**config.mk**
```make
export PLATFORM = sky130hd
export DESIGN_NAME = mem_req_initiator
export DESIGN_NICKNAME = d
export VERILOG_FILES = /design/src/rtl/mem_req_pkg.sv /design/src/rtl/mem_req_initiator.sv
export SDC_FILE = /design/constraint.sdc
export NUM_CORES = 1
export LEC_CHECK = 0
export CAP_MARGIN = 20
export CORE_ASPECT_RATIO = 1.2
export CORE_MARGIN = 4
export CORE_UTILIZATION = 43
export DETAILED_ROUTE_END_ITERATION = 8
export GPL_TIMING_DRIVEN = 1
export MAX_ROUTING_LAYER = met4
export PLACE_DENSITY = 0.9
export SLEW_MARGIN = 10
export SYNTH_ARGS = -nofsm -noshare
export SYNTH_HDL_FRONTEND = slang
export SYNTH_SLANG_ARGS = --single-unit
export TNS_END_PERCENT = 1
```
**constraint.sdc**
```tcl
create_clock -name clock -period 2.8 [get_ports clock]
set_clock_uncertainty 0.05 [all_clocks]
set_input_delay 0.56 -clock clock [delete_from_list [all_inputs] [get_ports clock]]
set_output_delay 0.56 -clock clock [all_outputs]
set_load 0.05 [all_outputs]
```
**src/rtl/mem_req_pkg.sv**
```systemverilog
// Shared types and widths for the memory request initiator.
package mem_req_pkg;

   localparam int unsigned ADDR_W = 32;
   localparam int unsigned DATA_W = 32;
   localparam int unsigned STRB_W = 4;
   localparam int unsigned STAT_REQ_W = 32;
   localparam int unsigned STAT_TO_W = 16;

   localparam logic FUNC_LOAD  = 1'b0;
   localparam logic FUNC_STORE = 1'b1;

   typedef enum logic [1:0] {
      IDLE = 2'd0,
      REQ  = 2'd1,
      WAIT = 2'd2,
      RESP = 2'd3
   } state_t;

   typedef struct packed {
      logic [ADDR_W-1:0] addr;
      logic [DATA_W-1:0] data;
      logic              func;
      logic [STRB_W-1:0] wstrb;
   } mem_req_t;

endpackage

```
**src/rtl/mem_req_initiator.sv**
```systemverilog
// Blocking single-outstanding bus initiator: client command -> out_req -> out_resp -> client result.
// A silent responder is cut off after TIMEOUT wait cycles; its late reply is swallowed via the stale flag.
// Optional build macro MEM_REQ_INIT_STATS_EN adds handshake and timeout counters.
module mem_req_initiator
   import mem_req_pkg::*;
#(
   parameter int unsigned TIMEOUT = 1024,
   parameter int unsigned CNT_W   = 16
) (
   input  logic              clock,
   input  logic              reset,
   input  logic              cmd_valid,
   output logic              cmd_ready,
   input  logic [ADDR_W-1:0] cmd_addr,
   input  logic [DATA_W-1:0] cmd_data,
   input  logic              cmd_func,
   input  logic [STRB_W-1:0] cmd_wstrb,
   output logic              rsp_valid,
   input  logic              rsp_ready,
   output logic [DATA_W-1:0] rsp_data,
   output logic              rsp_err,
   output logic              out_req_valid,
   input  logic              out_req_ready,
   output logic              out_req_bits_is_aligned,
   output logic [ADDR_W-1:0] out_req_bits_addr,
   output logic [DATA_W-1:0] out_req_bits_data,
   output logic              out_req_bits_func,
   output logic [STRB_W-1:0] out_req_bits_wstrb,
   output logic              out_resp_ready,
   input  logic              out_resp_valid,
   input  logic [DATA_W-1:0] out_resp_bits_data,
   output logic              err_spurious
`ifdef MEM_REQ_INIT_STATS_EN
   ,
   output logic [STAT_REQ_W-1:0] stat_req_cnt,
   output logic [STAT_TO_W-1:0]  stat_timeout_cnt
`endif
);

   state_t            state_q, state_d;
   mem_req_t          req_q, req_d;
   logic              aligned_q, aligned_d;
   logic [CNT_W-1:0]  cnt_q, cnt_d;
   logic              stale_q, stale_d;
   logic [DATA_W-1:0] rsp_data_q, rsp_data_d;
   logic              rsp_err_q, rsp_err_d;
   logic              spur_q, spur_d;
   logic              cmd_ready_q, cmd_ready_d;
   logic              req_valid_q, req_valid_d;
   logic              rsp_valid_q, rsp_valid_d;
   logic              req_hs;
   logic              timeout_hit;

   // Next-state, datapath and registered-output decode.
   always_comb begin
      state_d     = state_q;
      req_d       = req_q;
      aligned_d   = aligned_q;
      cnt_d       = cnt_q;
      stale_d     = stale_q;
      rsp_data_d  = rsp_data_q;
      rsp_err_d   = rsp_err_q;
      spur_d      = spur_q;
      req_hs      = 1'b0;
      timeout_hit = 1'b0;

      unique case (state_q)
         IDLE: begin
            if (cmd_valid && cmd_ready_q) begin
               req_d.addr  = cmd_addr;
               req_d.data  = cmd_data;
               req_d.func  = cmd_func;
               req_d.wstrb = cmd_wstrb;
               aligned_d   = (cmd_addr[1:0] == 2'b00);
               state_d     = REQ;
            end
         end
         REQ: begin
            if (out_req_ready) begin
               req_hs  = 1'b1;
               cnt_d   = '0;
               state_d = WAIT;
            end
         end
         WAIT: begin
            cnt_d = cnt_q + CNT_W'(1);
            // A response in the timeout cycle still wins.
            if (out_resp_valid) begin
               rsp_data_d = (req_q.func == FUNC_LOAD) ? out_resp_bits_data : '0;
               rsp_err_d  = 1'b0;
               state_d    = RESP;
            end else if (cnt_q == CNT_W'(TIMEOUT - 1)) begin
               timeout_hit = 1'b1;
               rsp_data_d  = '0;
               rsp_err_d   = 1'b1;
               stale_d     = 1'b1;
               state_d     = RESP;
            end
         end
         RESP: begin
            if (rsp_ready) begin
               state_d = IDLE;
            end
         end
         default: state_d = IDLE;
      endcase

      // Out-of-window responses: first one after a timeout is the late reply, others are spurious.
      if (out_resp_valid && (state_q != WAIT)) begin
         if (stale_q) begin
            stale_d = 1'b0;
         end else begin
            spur_d = 1'b1;
         end
      end

      cmd_ready_d = (state_d == IDLE) && !stale_d;
      req_valid_d = (state_d == REQ);
      rsp_valid_d = (state_d == RESP);
   end

   // State and output registers.
   always_ff @(posedge clock or negedge reset) begin
      if (!reset) begin
         state_q     <= IDLE;
         req_q       <= '0;
         aligned_q   <= 1'b0;
         cnt_q       <= '0;
         stale_q     <= 1'b0;
         rsp_data_q  <= '0;
         rsp_err_q   <= 1'b0;
         spur_q      <= 1'b0;
         cmd_ready_q <= 1'b0;
         req_valid_q <= 1'b0;
         rsp_valid_q <= 1'b0;
      end else begin
         state_q     <= state_d;
         req_q       <= req_d;
         aligned_q   <= aligned_d;
         cnt_q       <= cnt_d;
         stale_q     <= stale_d;
         rsp_data_q  <= rsp_data_d;
         rsp_err_q   <= rsp_err_d;
         spur_q      <= spur_d;
         cmd_ready_q <= cmd_ready_d;
         req_valid_q <= req_valid_d;
         rsp_valid_q <= rsp_valid_d;
      end
   end

`ifdef MEM_REQ_INIT_STATS_EN
   logic [STAT_REQ_W-1:0] stat_req_q;
   logic [STAT_TO_W-1:0]  stat_to_q;

   // Handshake counter wraps; timeout counter saturates.
   always_ff @(posedge clock or negedge reset) begin
      if (!reset) begin
         stat_req_q <= '0;
         stat_to_q  <= '0;
      end else begin
         if (req_hs) begin
            stat_req_q <= stat_req_q + STAT_REQ_W'(1);
         end
         if (timeout_hit && (stat_to_q != '1)) begin
            stat_to_q <= stat_to_q + STAT_TO_W'(1);
         end
      end
   end

   assign stat_req_cnt     = stat_req_q;
   assign stat_timeout_cnt = stat_to_q;
`endif

   assign cmd_ready               = cmd_ready_q;
   assign out_req_valid           = req_valid_q;
   assign rsp_valid               = rsp_valid_q;
   assign rsp_data                = rsp_data_q;
   assign rsp_err                 = rsp_err_q;
   assign err_spurious            = spur_q;
   assign out_req_bits_is_aligned = aligned_q;
   assign out_req_bits_addr       = req_q.addr;
   assign out_req_bits_data       = req_q.data;
   assign out_req_bits_func       = req_q.func;
   assign out_req_bits_wstrb      = req_q.wstrb;
   assign out_resp_ready          = 1'b1;

endmodule

```
==> impl_metrics.tcl <==
set metrics [dict create \
    irDropWorstVdd_v 0.0006953 \
    relSlewSlack_pct 61.56 \
    path_clk_slew_ps 60 \
    vias 4366 \
    finalHoldViolations 0 \
    post-route-min-period_ps 2341 \
    comb_power_share_pct 51.8 \
    cp.required_ps 3010 \
    cp-end-kind "register" \
    port_buffers 213 \
    min_path_type "primary input to async pin" \
    gp_congestion 0.8931 \
    outcome "complete, no violations" \
    layout-drive-gt1-share_pct 22.12 \
    nNetsFinal 737 \
    die_h_um 130.0 \
    cts_buffer_depth 2 \
    fin_util_pct 68.11 \
    syn-num-nets 524 \
    finalSetupTns_ps 0 \
    numCtsBuffers 17 \
    insertion_delay_ps 400 \
    routed.top_layer "met4" \
    drtPass1Iterations 6 \
    cts-resized-gates 0 \
    wl_met3_um 1492 \
    coreArea_mm2 0.01211 \
    power_density_mw_per_mm2 1408 \
    grt_pass1_vias 4620 \
    antenna_left 0 \
    hold_buffers 0 \
    rsz0062_at_grt "false" \
    nFillCells 820 \
    final_cell_mix "clkdlybuf4s50_1 (212), dfrtp_1 (126), mux2_2 (71)" \
    pwr-share-clk_pct 20.8 \
    grt_usage_pct 21.89 \
    met2_length_um 7421 \
    grt_antenna_before_repair 0 \
    drc 0 \
    synth_cell_types 52 \
    cts_root_buf "clkbuf_16" \
    synth_area_mm2 0.005334 \
    htree_levels 4 \
    drv_cap 0 \
    async_flop_share_pct 100.0 \
    slew_viol_final 0 \
    post_drt_wl_per_cell_um 18.27 \
    routed_wirelength_um 14670 \
    ys_warn_count 0 \
    synthCells 416 \
    cts_setup_buffers 0 \
    start_util_pct 44.04 \
    fmax_mhz 427.1 \
    cts_tree "yes" \
    finalSetupViolations 0 \
    sw_frac_of_total_pct 44.32 \
    total_switching_power_mw 5.149 \
    diodes 0 \
    grt_pass1_wl_um 23540 \
    die_width_um 109.7 \
    die-area_mm2 0.01426 \
    p_seq_share_pct 27.4 \
    hpwl_um 10690 \
    viasPerCell 5.437 \
    gr-total-overflow 0 \
    ys_seq_area_share_pct 59.11 \
    cts_sinks 126 \
    syn2layout_area_growth_pct 54.66 \
    io-pin-count 215 \
    ys_seq_elements 126 \
    synth_edf_count 0 \
    final_common_cell "clkdlybuf4s50_1" \
    internal_power_mw 6.467 \
    crit_arrival_ps 2550 \
    std_cell_rows 44 \
    startpoint_type "register" \
    drt-met1-wl_um 5542 \
    period_share_pct 83.61 \
    drtIter0Drc 281 \
    cp_max_fo 32 \
    leakage_nw 3.438 \
    tightest_slew_ps 574.8 \
    avgSynthCellArea_um2 12.82 \
    ys.flop_type "dfrtp_1" \
    worstSetupPathType "register to register" \
    grt_start_max_net_pins 71 \
]
registers in the layout, indices dropped and copies added (netlist names):
signal                   cells
rsp_valid                    1
stale_q                      1
rsp_data                    32
out_req_bits_func            1
out_req_bits_data           32
out_req_bits_addr           32
cnt_q                       16
rsp_err                      1
out_req_bits_is_aligned      1
err_spurious                 1
state_q                      2
out_req_bits_wstrb           4
out_req_valid                1
cmd_ready                    1
synthesized netlist by cell type (all sizes together) (3+ instances only):
cell type	n	area, um2
mux2	71	799.5
a41oi	3	26.28
buf	13	91.33
nand2	49	186.4
o21ai	42	270.3
a22oi	32	240.2
a31oi	4	25.02
clkbuf	16	90.09
nand3	7	35.03
o31ai	3	27.52
mux2i	3	30.03
dfrtp	126	3153
o41ai	4	35.03
nor3	4	25.02
nor2	5	35.03
nand4	4	25.02
power groups by stage:
stage	Clock, mW	Combinational, mW	Sequential, mW
floorplan	0	1.47	5.64
global route	2.54	6.32	3.29
CTS	2.44	6.07	3.19
detailed placement	0	6.05	3.20
global placement	0	5.93	3.13
finish	2.41	6.02	3.18
logic make-up after synthesis:
logic type	Yosys count	share of synthesized area, %
flip-flops	126	59.11
multiplexers	75	15.97
buffers and inverters	31	3.542
AND/OR/NAND/NOR	83	7.788
adder cells (fa/ha/maj)	1	0.2345
other	1	0.07031
XOR/XNOR	1	0.1642
AO/OA/AOI/OAI	98	13.11
routing by layer:
metal	GRT usage (%)	vias up
met5	-	-
li1	-	1953
met1	24.82	2152
met2	36.47	240
met4	6.823	0
met3	7.521	21
final cells by class:
type / instances / area, um2 / area share (%)
well taps: 161 / 201.4 / 2.442
inverters: 2 / 7.507 / 0.09101
flip-flops and latches: 126 / 3153 / 38.22
multi-input cells: 259 / 2004 / 24.30
clock inverters: 13 / 210.2 / 2.548
clock buffers: 19 / 442.9 / 5.369
repair buffers: 223 / 2230 / 27.03
critical path, cell delays in order (launching register included):
cell	delay, ps
dfrtp_1	430
or4b_1	510
or4_4	550
nor2_8	450
o21ai_0	190
per-stage QoR:
step / total power [mW] / area, um2 / instances / hold WS, ps / setup WS, ps
after floorplan: 7.114 / 5334 / 416 / 214.4 / 818.0
after global placement: 9.062 / 7596 / 771 / 402.4 / 521.9
after detailed placement: 9.254 / 7596 / 771 / 419.9 / 443.4
after CTS: 11.70 / 8249 / 803 / 73.78 / 455.7
after global routing: 12.15 / 8249 / 803 / 94.73 / 285.9
final: 11.62 / 8249 / 803 / 65.63 / 458.9
path summary, 6_finish.rpt:
kind | startpoint | to | slack [ps] | cells past startpoint
max in group asynchronous | reset | rsp_data[7] | 1940 | 2
setup / recovery | cnt_q[10] | rsp_data[0] | 460 | 4
hold reg to reg | cnt_q[15] | cnt_q[15] | 430 | 1
setup reg to reg | cnt_q[10] | rsp_data[0] | 460 | 4
hold / removal | reset | rsp_data[25] | 70 | 1
min in group clock | cnt_q[15] | cnt_q[15] | 430 | 1
Power figures use the tool's default switching activity.
